`config.mk`:
```
export PLATFORM = sky130hd
export DESIGN_NAME = div_hilo_ctrl
export DESIGN_NICKNAME = d
export VERILOG_FILES = /design/src/rtl/div_hilo_ctrl_pkg.sv /design/src/rtl/div_sign_fix.sv /design/src/rtl/div_hilo_ctrl.sv
export SDC_FILE = /design/constraint.sdc
export NUM_CORES = 1
export LEC_CHECK = 0
export CAP_MARGIN = 30
export CELL_PAD_IN_SITES_DETAIL_PLACEMENT = 0
export CELL_PAD_IN_SITES_GLOBAL_PLACEMENT = 1
export CORE_MARGIN = 1.5
export CORE_UTILIZATION = 30
export DETAILED_ROUTE_END_ITERATION = 8
export PLACE_DENSITY = 0.83
export SYNTH_ARGS = -nofsm -noshare
export SYNTH_HDL_FRONTEND = slang
export SYNTH_SLANG_ARGS = --single-unit
```
`constraint.sdc`:
```
create_clock -name clock -period 4.8 [get_ports clock]
set_clock_uncertainty 0.15 [all_clocks]
set_input_delay 0.96 -clock clock [delete_from_list [all_inputs] [get_ports clock]]
set_output_delay 0.96 -clock clock [all_outputs]
set_load 0.005 [all_outputs]
```
`src/rtl/div_hilo_ctrl_pkg.sv`:
```
// div_hilo_ctrl_pkg: shared widths, constants and FSM states for the HI/LO divide sequencer
package div_hilo_ctrl_pkg;
    localparam int WIDTH = 32;
    localparam logic [WIDTH-1:0] DIV_ZERO_Q = 32'hFFFF_FFFF;
    typedef enum logic [1:0] {IDLE, ISSUE, WAIT, DRAIN} state_e;
endpackage

```
`src/rtl/div_sign_fix.sv`:
```
// div_sign_fix: conditional two's-complement negate, used for operand magnitudes and result sign
module div_sign_fix
    import div_hilo_ctrl_pkg::*;
(
    input  logic [WIDTH-1:0] a_i,
    input  logic             neg_i,
    output logic [WIDTH-1:0] y_o
);
    assign y_o = neg_i ? -a_i : a_i;
endmodule

```
`src/rtl/div_hilo_ctrl.sv`:
```
// div_hilo_ctrl: sequences DIV/DIVU through the external iterative divider and owns HI/LO
module div_hilo_ctrl
    import div_hilo_ctrl_pkg::*;
(
    input  logic             clock,
    input  logic             reset,
    input  logic             op_valid,
    input  logic             op_signed,
    input  logic [WIDTH-1:0] op_a,
    input  logic [WIDTH-1:0] op_b,
    input  logic             flush,
    input  logic             hi_we,
    input  logic             lo_we,
    input  logic [WIDTH-1:0] wdata,
    input  logic             hilo_read,
    output logic             stall,
    output logic [WIDTH-1:0] hi,
    output logic [WIDTH-1:0] lo,
    output logic             done,
    output logic             div_start,
    output logic [WIDTH-1:0] div_dividend,
    output logic [WIDTH-1:0] div_divisor,
    input  logic             div_busy,
    input  logic [WIDTH-1:0] div_q,
    input  logic [WIDTH-1:0] div_r
);
    state_e           state_q;
    logic [WIDTH-1:0] hi_q, lo_q, dvd_q, dvs_q;
    logic [WIDTH-1:0] mag_a, mag_b, res_q, res_r;
    logic             done_q, start_q, neg_quo_q, neg_rem_q;
    logic             req, accept, bypass;

    assign req    = state_q == IDLE && op_valid && !flush;
    assign accept = req && op_b != '0;
    assign bypass = req && op_b == '0;
    assign stall  = state_q != IDLE && (op_valid || hi_we || lo_we || hilo_read);

    assign hi           = hi_q;
    assign lo           = lo_q;
    assign done         = done_q;
    assign div_start    = start_q;
    assign div_dividend = dvd_q;
    assign div_divisor  = dvs_q;

    div_sign_fix u_fix_a (.a_i(op_a),  .neg_i(op_signed & op_a[WIDTH-1]), .y_o(mag_a));
    div_sign_fix u_fix_b (.a_i(op_b),  .neg_i(op_signed & op_b[WIDTH-1]), .y_o(mag_b));
    div_sign_fix u_fix_q (.a_i(div_q), .neg_i(neg_quo_q),                 .y_o(res_q));
    div_sign_fix u_fix_r (.a_i(div_r), .neg_i(neg_rem_q),                 .y_o(res_r));

    // Sequencer FSM; start, done and HI/LO are all registered outputs of this block
    always_ff @(posedge clock or posedge reset) begin
        if (reset) begin
            state_q   <= IDLE;
            hi_q      <= '0;
            lo_q      <= '0;
            done_q    <= 1'b0;
            start_q   <= 1'b0;
            dvd_q     <= '0;
            dvs_q     <= '0;
            neg_quo_q <= 1'b0;
            neg_rem_q <= 1'b0;
        end else begin
            done_q  <= 1'b0;
            start_q <= 1'b0;
            case (state_q)
                IDLE: begin
                    if (accept) begin
                        dvd_q     <= mag_a;
                        dvs_q     <= mag_b;
                        neg_quo_q <= op_signed & (op_a[WIDTH-1] ^ op_b[WIDTH-1]);
                        neg_rem_q <= op_signed & op_a[WIDTH-1];
                        start_q   <= 1'b1;
                        state_q   <= ISSUE;
                    end
                    if (bypass) begin
                        hi_q   <= op_a;
                        lo_q   <= DIV_ZERO_Q;
                        done_q <= 1'b1;
                    end
                    if (hi_we) hi_q <= wdata;
                    if (lo_we) lo_q <= wdata;
                end
                ISSUE: state_q <= flush ? DRAIN : WAIT;
                WAIT: begin
                    if (flush) begin
                        state_q <= DRAIN;
                    end else if (!div_busy) begin
                        lo_q    <= res_q;
                        hi_q    <= res_r;
                        done_q  <= 1'b1;
                        state_q <= IDLE;
                    end
                end
                DRAIN: if (!div_busy) state_q <= IDLE;
            endcase
        end
    end
endmodule

```
==> reports/qor.tcl, run 1 <==
set qor(worst_r2r_path_depth) 9
set qor(worst_hold_path_type) {reg -> reg}
set qor(syn-mean-instance-area_um2) 8.37
set qor(rows) 62
set qor(rr_endpoint) {hi[20]$_DFFE_PP0P_}
set qor(crit_path_max_incr_delay_ns) 0.65
set qor(resized_gates_after_cts) 0
set qor(finish.cell_count_without_fillers) 1702
set qor(timing.fmax_mhz) 238
set qor(dp.final_hpwl_um) 27300
set qor(area.sequential_um2) 3350
set qor(initial_antenna_violation_count) 3
set qor(r2r_start) {state_q[0]$_DFFE_PP0P_}
set qor(synth-edff-count) 0
set qor(dpl.cell_count) 1671
set qor(setup_viol_count_final) 0
set qor(vias) 8970
set qor(place.gp.congestion) 0.918
set qor(synth_flop_cell) {sky130_fd_sc_hd__dfrtp_1}
set qor(drt-pass1-iter-count) 6
set qor(postSynthNetCount) 1209
set qor(drive_above_1_share_pct) 5.62
set qor(drtIter0Drc) 657
set qor(number_of_clock_sinks) 134
set qor(maxSlewViolCount) 0
set qor(starting_density_of_the_core_pct) 30.4
set qor(placeableCoreArea_um2) 28500
set qor(synth.largest_area_cell) {sky130_fd_sc_hd__dfrtp_1}
set qor(clk_pin_slew_worst_paths_ns) 0.06
set qor(synth_seq_cells) 134
set qor(hold_path.startpoint) {div_divisor[24]$_DFFE_PP0P_}
set qor(cts_root_buffer) {sky130_fd_sc_hd__clkbuf_16}
set qor(synth_xor_xnor_area_share_pct) 11.3
set qor(required_ns) 4.92
set qor(drv_cap) 0
set qor(wl_um) 34700
set qor(cp.depth) 11
set qor(post_synth_num_cell_types) 55
set qor(timing.max_slew.rel_slack_pct) 32.3
set qor(finalCriticalPeriod_ns) 4.21
set qor(slowest_stage) {sky130_fd_sc_hd__or4_1}
set qor(multi_input_area_um2) 4990
set qor(muxShareOfSynthArea_pct) 2.42
set qor(cts-buffers-inserted) 17
set qor(gr-total-overflow) 0
set qor(chipHeight_um) 173
set qor(wire_length_of_the_first_global_routing_pass_um) 53000
set qor(crit_arrival_ns) 4.33
set qor(synth-adder-area-share_pct) 0.577
set qor(static-leakage-power_nw) 4.87
set qor(vias_per_cell) 5.27
set qor(startpoint) {op_b[0]}
set qor(critPathMaxFanout) 31
set qor(die_area_um2) 29900
set qor(vdd.ir_drop.worst_v) 0.000235
set qor(endpoint_kind) {register}
set qor(area_share_of_and_or_nand_nor_cells_after_synthesis_pct) 22.0
set qor(worstSetupPathType) {in -> reg}
set qor(post_synth_instance_area_um2) 8670
set qor(crit_path_end) {hi[20]$_DFFE_PP0P_}
set qor(n_fill_cell) 2884
set qor(number_of_hold_violations_in_the_final_report) 0
set qor(clockBufferDepth) 2
set qor(yosys_warnings) 0
set qor(synth_top_family_by_area) {simple AND/OR/NAND/NOR gates}
set qor(timing.final.crit_share_pct) 87.7
set qor(finalPower_w) 0.00640
set qor(die_w_um) 173
set qor(timing.critical_path.max_delay_family) {simple AND/OR/NAND/NOR gates}
set qor(htree_num_levels) 4
set qor(setup_ws_ns) 0.592
set qor(cp-start-kind) {input port}
set qor(io_buffer_count) 299
set qor(grt_use_total_pct) 23.0
set qor(cts_tree) {done}
set qor(sequential_area_share_after_synthesis_pct) 38.7
set qor(cell_area_after_layout_um2) 12600
set qor(clk-insertion-delay-late_ns) 0.41
set qor(antenna_violating_nets_post_route) 0
set qor(num-nets-final) 1479
set qor(ys_async_sr_fraction_pct) 100
set qor(vias_in_the_first_global_route) 9045
set qor(status) {finished clean}
set qor(post_synth_main_area_contributors) {sky130_fd_sc_hd__dfrtp_1, sky130_fd_sc_hd__o21ai_0, sky130_fd_sc_hd__nand2_1}
set qor(fin_tns_setup_ns) 0
set qor(reg2reg_setup_slack_ns) 1.60
set qor(timing.critical_path.cells) {clkdlybuf4s50_1 > inv_1 > ha_1 > or3b_2 > or4_1 > nor4_4 > buf_4 > nor2_4 > buf_16 > a2111oi_0 > a211oi_1}
set qor(detail_route.drc_violations) 0
set qor(dpl_cell_area_um2) 12100
set qor(worstMarginPinSlew_ns) 1.02
set qor(synthesis.instances) 1036
set qor(layout_overhead_on_the_synthesized_area_pct) 45.8
set qor(power_density_nw_per_um2) 506
set qor(synth_compound_area_share_pct) 21.0
set qor(wire_per_inst_um) 20.4
set qor(critical_path.n_buffers_inverters) 4
set qor(grt_max_degree) 81
set qor(netlist.area_leader.share_pct) 38.7
set qor(unrepaired_setup_endpoints_after_global_routing) {false}
set qor(preCtsSetupSlack_ns) 0.160
set qor(post_cts.repair.setup_buffers) 0
set qor(cts_hold_buf) 0
set qor(top_level_ports) 300
layer usage:
layer	track usage [%]	part of all wire [%]	up-vias
met4	7.90	2.9	4
li1	-	-	4270
met2	38.3	47	373
met3	7.08	8.2	52
met5	0	0.086	-
met1	28.2	42	4271
logic make-up (layout without fill, tap and decap cells):
group | after synthesis | count (layout)
other | 0 | 1
flip-flops | 134 | 134
multiplexers | 21 | 21
AND/OR/NAND/NOR | 382 | 382
XOR/XNOR | 112 | 112
buffers and inverters | 88 | 369
AO/OA/AOI/OAI | 295 | 295
adder cells (fa/ha/maj) | 4 | 4
power by group:
part / switching [W] / internal, W
clock: 0.000526 / 0.000706
sequential: 0.000415 / 0.00167
combinational: 0.00143 / 0.00165
stage by stage:
step                utilization, %  hold WS (ns)
global route                  44.3         0.364
detailed placement            42.4         0.320
global placement              42.2         0.312
finish                        44.3         0.327
floorplan                        -         0.320
CTS                           44.3         0.333
worst min path at each step:
stage	cells past startpoint	slack (ns)	end
after global routing	2	0.36	lo[26]$_DFFE_PP0P_
after floorplan	2	0.32	div_dividend[31]$_DFFE_PP0P_
after global placement	2	0.31	div_divisor[31]$_DFFE_PP0P_
after detailed placement	2	0.32	div_divisor[23]$_DFFE_PP0P_
final	2	0.33	div_divisor[24]$_DFFE_PP0P_
after CTS	2	0.33	div_divisor[23]$_DFFE_PP0P_
cells in the mapped netlist (all sizes together), types with 12 or more instances:
master / instances
a21oi: 25
a31oi: 12
buf: 13
clkbuf: 54
dfrtp: 134
inv: 21
mux2i: 21
nand2: 169
nand3: 12
nand3b: 14
nor2: 45
nor3: 31
nor4: 24
o21ai: 164
o31ai: 29
o41ai: 17
or4: 17
xnor2: 60
xor2: 52
cell type report:
class | instances | area share (%)
Multi-Input combinational cell | 814 | 39.5
Timing Repair Buffer | 318 | 25.3
Antenna cell | 1 | 0.0198
Inverter | 21 | 0.663
Sequential cell | 134 | 26.5
Tap cell | 384 | 3.80
Clock inverter | 12 | 0.861
Clock buffer | 18 | 3.39
state kept, by name (all words and copies together) (netlist names):
signal	cells
hi	32
div_dividend	32
neg_rem_q	1
neg_quo_q	1
lo	32
state_q	2
done	1
div_divisor	32
div_start	1
tightest hold or removal path, cell delays in order (launching register included):
cell and delay, ns:
sky130_fd_sc_hd__dfrtp_1 0.34, sky130_fd_sc_hd__nand2_1 0.04, sky130_fd_sc_hd__o21ai_0 0.06
cell usage in the layout, fill, tap and decap left out, drive strengths merged, types with 3 or more instances in the layout:
master         count
a2111oi           10
a211oi            11
a21oi             25
a221oi             4
a31oi             12
and2               3
buf               20
clkbuf            18
clkdlybuf4s50    298
clkinv             5
clkinvlp           5
dfrtp            134
ha                 4
inv               22
mux2i             21
nand2            169
nand2b            10
nand3             12
nand3b            14
nand4              9
nand4b             6
nor2              45
nor2b             11
nor3              31
nor3b              3
nor4              24
nor4b              4
o211ai             4
o21ai            164
o22ai             11
o31ai             29
o41ai             17
or2                5
or3               11
or3b               3
or4               17
xnor2             60
xor2              52
Power figures use the tool's default switching activity.
==> run 2, diff against run 1 <==
--- a/config.mk
+++ b/config.mk
@@ -8,10 +8,10 @@
 export CAP_MARGIN = 30
 export CELL_PAD_IN_SITES_DETAIL_PLACEMENT = 0
 export CELL_PAD_IN_SITES_GLOBAL_PLACEMENT = 1
-export CORE_MARGIN = 1.5
-export CORE_UTILIZATION = 30
+export CORE_MARGIN = 2
+export CORE_UTILIZATION = 36
 export DETAILED_ROUTE_END_ITERATION = 8
-export PLACE_DENSITY = 0.83
+export PLACE_DENSITY = 0.93
 export SYNTH_ARGS = -nofsm -noshare
 export SYNTH_HDL_FRONTEND = slang
 export SYNTH_SLANG_ARGS = --single-unit
==> constraint.sdc (replaced) <==
create_clock -name clock -period 5.3 [get_ports clock]
set_clock_uncertainty 0.15 [all_clocks]
set_input_delay 1.06 -clock clock [delete_from_list [all_inputs] [get_ports clock]]
set_output_delay 1.06 -clock clock [all_outputs]
set_load 0.005 [all_outputs]
==> run 2 against run 1 <==
- routed wire length fell by 5.8%
- register-to-register slack improved by 0.52 ns
- non-clock buffer count is 6 lower
- worst hold slack better by 0.0012 ns
- first-iteration DRC count grew 12%
- worst setup slack better by 0.43 ns
- critical path depth fell by 1
- design area fell by 0.93%
- sequential power down 11%
- power fell by 9.0%
- clock power is 5% lower
- sequential share of layout area increased by 0.25 points
- critical path type unchanged
- largest cell class unchanged
- largest power group unchanged
==> reports/qor.tcl, run 2 (same netlist as run 1, synthesis figures left out) <==
set qor(required_ns) 5.44
set qor(cts-buffers-inserted) 17
set qor(place.gp.congestion) 0.864
set qor(top_level_ports) 300
set qor(drv_cap) 0
set qor(placeableCoreArea_um2) 23500
set qor(post_cts.repair.setup_buffers) 0
set qor(timing.fmax_mhz) 234
set qor(chipHeight_um) 159
set qor(preCtsSetupSlack_ns) 0.602
set qor(mostFrequentLayoutCell) {sky130_fd_sc_hd__clkdlybuf4s50_1}
set qor(crit_path_max_incr_delay_ns) 0.65
set qor(slowest_stage) {sky130_fd_sc_hd__or4_1}
set qor(worst_hold_path_type) {reg -> reg}
set qor(number_of_hold_violations_in_the_final_report) 0
set qor(unrepaired_setup_endpoints_after_global_routing) {false}
set qor(clockBufferDepth) 2
set qor(vias_per_cell) 5.51
set qor(vias) 8994
set qor(grt_max_degree) 85
set qor(static-leakage-power_nw) 4.86
set qor(number_of_clock_sinks) 134
set qor(gr-total-overflow) 0
set qor(clk_pin_slew_worst_paths_ns) 0.06
set qor(worstSetupPathType) {in -> reg}
set qor(cell_area_after_layout_um2) 12500
set qor(resized_gates_after_cts) 0
set qor(n_fill_cell) 2259
set qor(setup_viol_count_final) 0
set qor(die_w_um) 159
set qor(finalCriticalPeriod_ns) 4.27
set qor(drive_above_1_share_pct) 5.41
set qor(finish.cell_count_without_fillers) 1633
set qor(wire_per_inst_um) 20.0
set qor(timing.critical_path.cells) {clkdlybuf4s50_1 > inv_1 > ha_1 > or3b_2 > or4_1 > nor4_4 > nor2_4 > buf_16 > a2111oi_2 > a211oi_1}
set qor(dpl_cell_area_um2) 12000
set qor(starting_density_of_the_core_pct) 36.8
set qor(power_density_nw_per_um2) 465
set qor(dp.final_hpwl_um) 25400
set qor(grt_use_total_pct) 25.2
set qor(vdd.ir_drop.worst_v) 0.000191
set qor(critical_path.n_buffers_inverters) 3
set qor(cts_tree) {done}
set qor(cts_root_buffer) {sky130_fd_sc_hd__clkbuf_16}
set qor(maxSlewViolCount) 0
set qor(setup_ws_ns) 1.03
set qor(clk-insertion-delay-late_ns) 0.42
set qor(die_area_um2) 25300
set qor(timing.critical_path.max_delay_family) {simple AND/OR/NAND/NOR gates}
set qor(wire_length_of_the_first_global_routing_pass_um) 49700
set qor(num-nets-final) 1473
set qor(area.sequential_um2) 3350
set qor(wl_um) 32700
set qor(worstMarginPinSlew_ns) 0.992
set qor(timing.final.crit_share_pct) 80.6
set qor(cp-start-kind) {input port}
set qor(antenna_violating_nets_post_route) 0
set qor(htree_num_levels) 4
set qor(crit_arrival_ns) 4.41
set qor(dpl.cell_count) 1600
set qor(fin_tns_setup_ns) 0
set qor(status) {finished clean}
set qor(detail_route.drc_violations) 0
set qor(endpoint_kind) {register}
set qor(critPathMaxFanout) 28
set qor(initial_antenna_violation_count) 1
set qor(layout.cells.most_common_list) {sky130_fd_sc_hd__clkdlybuf4s50_1, sky130_fd_sc_hd__nand2_1, sky130_fd_sc_hd__o21ai_0, sky130_fd_sc_hd__dfrtp_1, sky130_fd_sc_hd__xnor2_1}
set qor(vias_in_the_first_global_route) 8472
set qor(io_buffer_count) 299
set qor(drtIter0Drc) 733
set qor(cts_hold_buf) 0
set qor(timing.max_slew.rel_slack_pct) 33.6
set qor(rows) 56
set qor(multi_input_area_um2) 4990
set qor(layout_overhead_on_the_synthesized_area_pct) 44.5
set qor(drt-pass1-iter-count) 7
## run 2: cell types whose count changed in the layout (fill, tap and decap cells not counted)
cell	before	now
sky130_fd_sc_hd__clkbuf_8	0	1
sky130_fd_sc_hd__inv_8	0	1
sky130_fd_sc_hd__inv_6	2	8
sky130_fd_sc_hd__buf_6	0	1
sky130_fd_sc_hd__buf_16	2	1
sky130_fd_sc_hd__clkbuf_1	1	0
sky130_fd_sc_hd__buf_12	2	1
sky130_fd_sc_hd__clkinv_4	2	1
sky130_fd_sc_hd__clkinv_2	3	2
sky130_fd_sc_hd__clkinvlp_4	5	2
sky130_fd_sc_hd__buf_4	15	10
## run 2: layout make-up
type,instances,area share [%]
Multi-Input combinational cell,814,39.9
Sequential cell,134,26.8
Timing Repair Buffer,312,24.9
Clock buffer,18,3.51
Tap cell,319,3.19
Clock inverter,14,1.09
Inverter,21,0.669
Antenna cell,1,0.0200
## run 2: final timing paths
check / from / endpoint / slack [ns] / depth (start not counted)
max: op_b[0] / hi[18]$_DFFE_PP0P_ / 1.03 / 10
min: hi[12]$_DFFE_PP0P_ / hi[12]$_DFFE_PP0P_ / 0.33 / 2
max reg2reg: state_q[1]$_DFFE_PP0P_ / hi[18]$_DFFE_PP0P_ / 2.12 / 8
min reg2reg: hi[12]$_DFFE_PP0P_ / hi[12]$_DFFE_PP0P_ / 0.33 / 2
max in group asynchronous: reset / lo[10]$_DFFE_PP0P_ / 3.07 / 3
min in group asynchronous: reset / div_dividend[10]$_DFFE_PP0P_ / 1.03 / 2
## run 2: worst register-to-register path, delay by kind of cell, from the launching register on
| family | cells | cell delay (ns) |
|---|---|---|
| AOI/OAI and AO/OA | 2 | 0.42 |
| and+or+nand+nor | 4 | 1.55 |
| buffers and inverters | 2 | 0.47 |
| DFF | 1 | 0.47 |
## run 2: routing by layer
| metal | up-vias | wire length [um] | GRT usage (%) | part of all wire [%] |
|---|---|---|---|---|
| met5 | - | 0 | 0 | 0 |
| met2 | 392 | 14800 | 39.5 | 45 |
| met3 | 52 | 2340 | 5.24 | 7.1 |
| li1 | 4278 | - | - | - |
| met4 | 0 | 1130 | 9.96 | 3.5 |
| met1 | 4272 | 14400 | 34.1 | 44 |
## run 2: through the flow
step	power, W	utilization (%)	hold WS (ns)
global route	0.00621	53.2	0.350
CTS	0.00585	53.2	0.333
global placement	0.00458	50.6	0.311
finish	0.00583	53.2	0.328
detailed placement	0.00466	50.8	0.314
floorplan	0.00307	-	0.320
## run 2: power breakdown
part	total, W	internal, W	switching, W
Combinational	0.00280	0.00148	0.00132
Sequential	0.00186	0.00152	0.000343
Clock	0.00117	0.000671	0.000495
Total	0.00583	0.00366	0.00216
==> run 3, diff against run 2 <==
--- a/config.mk
+++ b/config.mk
@@ -9,9 +9,9 @@
 export CELL_PAD_IN_SITES_DETAIL_PLACEMENT = 0
 export CELL_PAD_IN_SITES_GLOBAL_PLACEMENT = 1
 export CORE_MARGIN = 2
-export CORE_UTILIZATION = 36
+export CORE_UTILIZATION = 30
 export DETAILED_ROUTE_END_ITERATION = 8
-export PLACE_DENSITY = 0.93
+export PLACE_DENSITY = 0.83
 export SYNTH_ARGS = -nofsm -noshare
 export SYNTH_HDL_FRONTEND = slang
 export SYNTH_SLANG_ARGS = --single-unit
==> constraint.sdc (replaced) <==
create_clock -name clock -period 3.5 [get_ports clock]
set_clock_uncertainty 0.15 [all_clocks]
set_input_delay 0.7 -clock clock [delete_from_list [all_inputs] [get_ports clock]]
set_output_delay 0.7 -clock clock [all_outputs]
set_load 0.005 [all_outputs]
==> run 3 against run 2 <==
- combinational power rose by 55%
- sequential cell count did not move
- power grew 58%
- non-clock buffer count increased by 86
- utilization down 6.3 points
- critical path depth unchanged
- first-iteration DRC count is 4.1% higher
- clock-buffer cell count did not move
- critical path type unchanged
- critical endpoint is now hi[20]$_DFFE_PP0P_
- largest power group unchanged
- highest routed layer is now met5
==> reports/qor.tcl, run 3 (same netlist as run 1, synthesis figures left out) <==
set qor(clk-insertion-delay-late_ns) 0.43
set qor(finish.cell_count_without_fillers) 1786
set qor(slowest_stage) {sky130_fd_sc_hd__or4_4}
set qor(vias_per_cell) 5.19
set qor(rows) 62
set qor(crit_path_max_incr_delay_ns) 0.51
set qor(wl_um) 36100
set qor(maxSlewViolCount) 0
set qor(clk_pin_slew_worst_paths_ns) 0.06
set qor(detail_route.drc_violations) 0
set qor(num-nets-final) 1559
set qor(drive_above_1_share_pct) 11.4
set qor(worstSetupPathType) {in -> reg}
set qor(critPathMaxFanout) 6
set qor(worst_r2r_path_depth) 8
set qor(grt_use_total_pct) 23.2
set qor(layout_overhead_on_the_synthesized_area_pct) 54.6
set qor(number_of_clock_sinks) 134
set qor(vdd.ir_drop.worst_v) 0.000314
set qor(vias_in_the_first_global_route) 9289
set qor(cts_tree) {done}
set qor(required_ns) 3.64
set qor(initial_antenna_violation_count) 5
set qor(unrepaired_setup_endpoints_after_global_routing) {false}
set qor(timing.critical_path.max_delay_family) {simple AND/OR/NAND/NOR gates}
set qor(cts-buffers-inserted) 17
set qor(endpoint_kind) {register}
set qor(drv_cap) 0
set qor(drt-pass1-iter-count) 7
set qor(vias) 9265
set qor(critical_path.n_buffers_inverters) 3
set qor(die_w_um) 174
set qor(gr-total-overflow) 0
set qor(grt_max_degree) 135
set qor(gr_layer_usage_met2_pct) 38.3
set qor(antenna_violating_nets_post_route) 0
set qor(finalPower_w) 0.00919
set qor(globalRouteMet3Util_pct) 6.98
set qor(timing.critical_path.cells) {clkdlybuf4s50_1 > inv_1 > ha_1 > or3b_4 > or4_4 > nor4_4 > nor2_4 > a2111oi_0 > buf_4 > a211oi_1}
set qor(place.gp.congestion) 0.900
set qor(dp.final_hpwl_um) 28100
set qor(timing.max_slew.rel_slack_pct) 34.5
set qor(cts_root_buffer) {sky130_fd_sc_hd__clkbuf_16}
set qor(layout.cells.most_common_list) {sky130_fd_sc_hd__clkdlybuf4s50_1, sky130_fd_sc_hd__nand2_1, sky130_fd_sc_hd__o21ai_0, sky130_fd_sc_hd__dfrtp_1, sky130_fd_sc_hd__buf_4}
set qor(timing.fmax_mhz) 307
set qor(die_area_um2) 30300
set qor(chipHeight_um) 174
set qor(min_path_cells) 2
set qor(wire_per_inst_um) 20.2
set qor(gr-max-usage-layer) {met2}
set qor(starting_density_of_the_core_pct) 30.4
set qor(clockBufferDepth) 2
set qor(grt_met1_usage_pct) 28.9
set qor(drtIter0Drc) 763
set qor(power_density_nw_per_um2) 686
set qor(cp-start-kind) {input port}
set qor(status) {finished clean}
set qor(worstMarginPinSlew_ns) 0.982
set qor(crit_arrival_ns) 3.39
set qor(dpl.cell_count) 1749
set qor(number_of_hold_violations_in_the_final_report) 0
set qor(timing.final.crit_share_pct) 93.0
set qor(finalCriticalPeriod_ns) 3.25
set qor(worst_hold_path_type) {reg -> reg}
set qor(htree_num_levels) 4
set qor(post_cts.repair.setup_buffers) 0
set qor(cp.depth) 10
set qor(setup_viol_count_final) 0
set qor(mostFrequentLayoutCell) {sky130_fd_sc_hd__clkdlybuf4s50_1}
set qor(static-leakage-power_nw) 5.34
set qor(placeableCoreArea_um2) 28500
set qor(post-route-util_pct) 47.0
set qor(top_level_ports) 300
set qor(wire_length_of_the_first_global_routing_pass_um) 54000
set qor(io_buffer_count) 299
-- run 3: worst register-to-register path, stage by stage, from the launching register on --
cell and delay (ns):
sky130_fd_sc_hd__dfrtp_1 0.47, sky130_fd_sc_hd__nor4b_1 0.41, sky130_fd_sc_hd__buf_4 0.20, sky130_fd_sc_hd__or3b_2 0.47, sky130_fd_sc_hd__nor4_4 0.33, sky130_fd_sc_hd__nor2_4 0.09
sky130_fd_sc_hd__a2111oi_0 0.40, sky130_fd_sc_hd__buf_4 0.18, sky130_fd_sc_hd__a211oi_1 0.04
-- run 3: worst paths after layout --
kind | to | slack (ns) | start
max | hi[20]$_DFFE_PP0P_ | 0.25 | op_b[0]
min | div_dividend[23]$_DFFE_PP0P_ | 0.33 | div_dividend[23]$_DFFE_PP0P_
max reg2reg | hi[20]$_DFFE_PP0P_ | 0.63 | state_q[0]$_DFFE_PP0P_
min reg2reg | div_dividend[23]$_DFFE_PP0P_ | 0.33 | div_dividend[23]$_DFFE_PP0P_
max in group asynchronous | state_q[1]$_DFFE_PP0P_ | 1.94 | reset
min in group asynchronous | hi[5]$_DFFE_PP0P_ | 0.71 | reset
-- run 3: area by class of cell --
type / instances / area (um^2)
multi-input cells: 814 / 5010
repair buffers: 398 / 3850
well taps: 384 / 480
clock inverters: 14 / 186
fillers: 2820 / 15100
inverters: 21 / 82.6
diodes: 3 / 7.51
clock buffers: 18 / 439
flip-flops and latches: 134 / 3350
-- run 3: per-stage QoR --
step / hold slack [ns] / worst slack [ns] / cell area (um^2) / setup TNS, ns
after floorplan: 0.320 / 0.199 / 8680 / 0
after global placement: 0.312 / -0.299 / 12700 / -29.98
after detailed placement: 0.312 / -0.382 / 12700 / -35.74
after CTS: 0.334 / 0.0804 / 13300 / 0
after global routing: 0.354 / 0.126 / 13400 / 0
final: 0.330 / 0.247 / 13400 / 0
-- run 3: power by group --
part | internal, W | switching, W
clock network | 0.00116 | 0.000793
logic | 0.00236 | 0.00198
registers | 0.00229 | 0.000599
-- run 3: routing by layer --
| metal | part of all wire [%] | routed length, um |
|---|---|---|
| met5 | 0.075 | 27 |
| met4 | 2.8 | 1000 |
| met2 | 47 | 16900 |
| met1 | 42 | 15200 |
| met3 | 8.3 | 2990 |
-- run 3: repair_timing --
action                     in CTS  in global routing
gates resized for setup         0                  4
setup endpoints to repair       0                 51
hold buffers                    0                  0
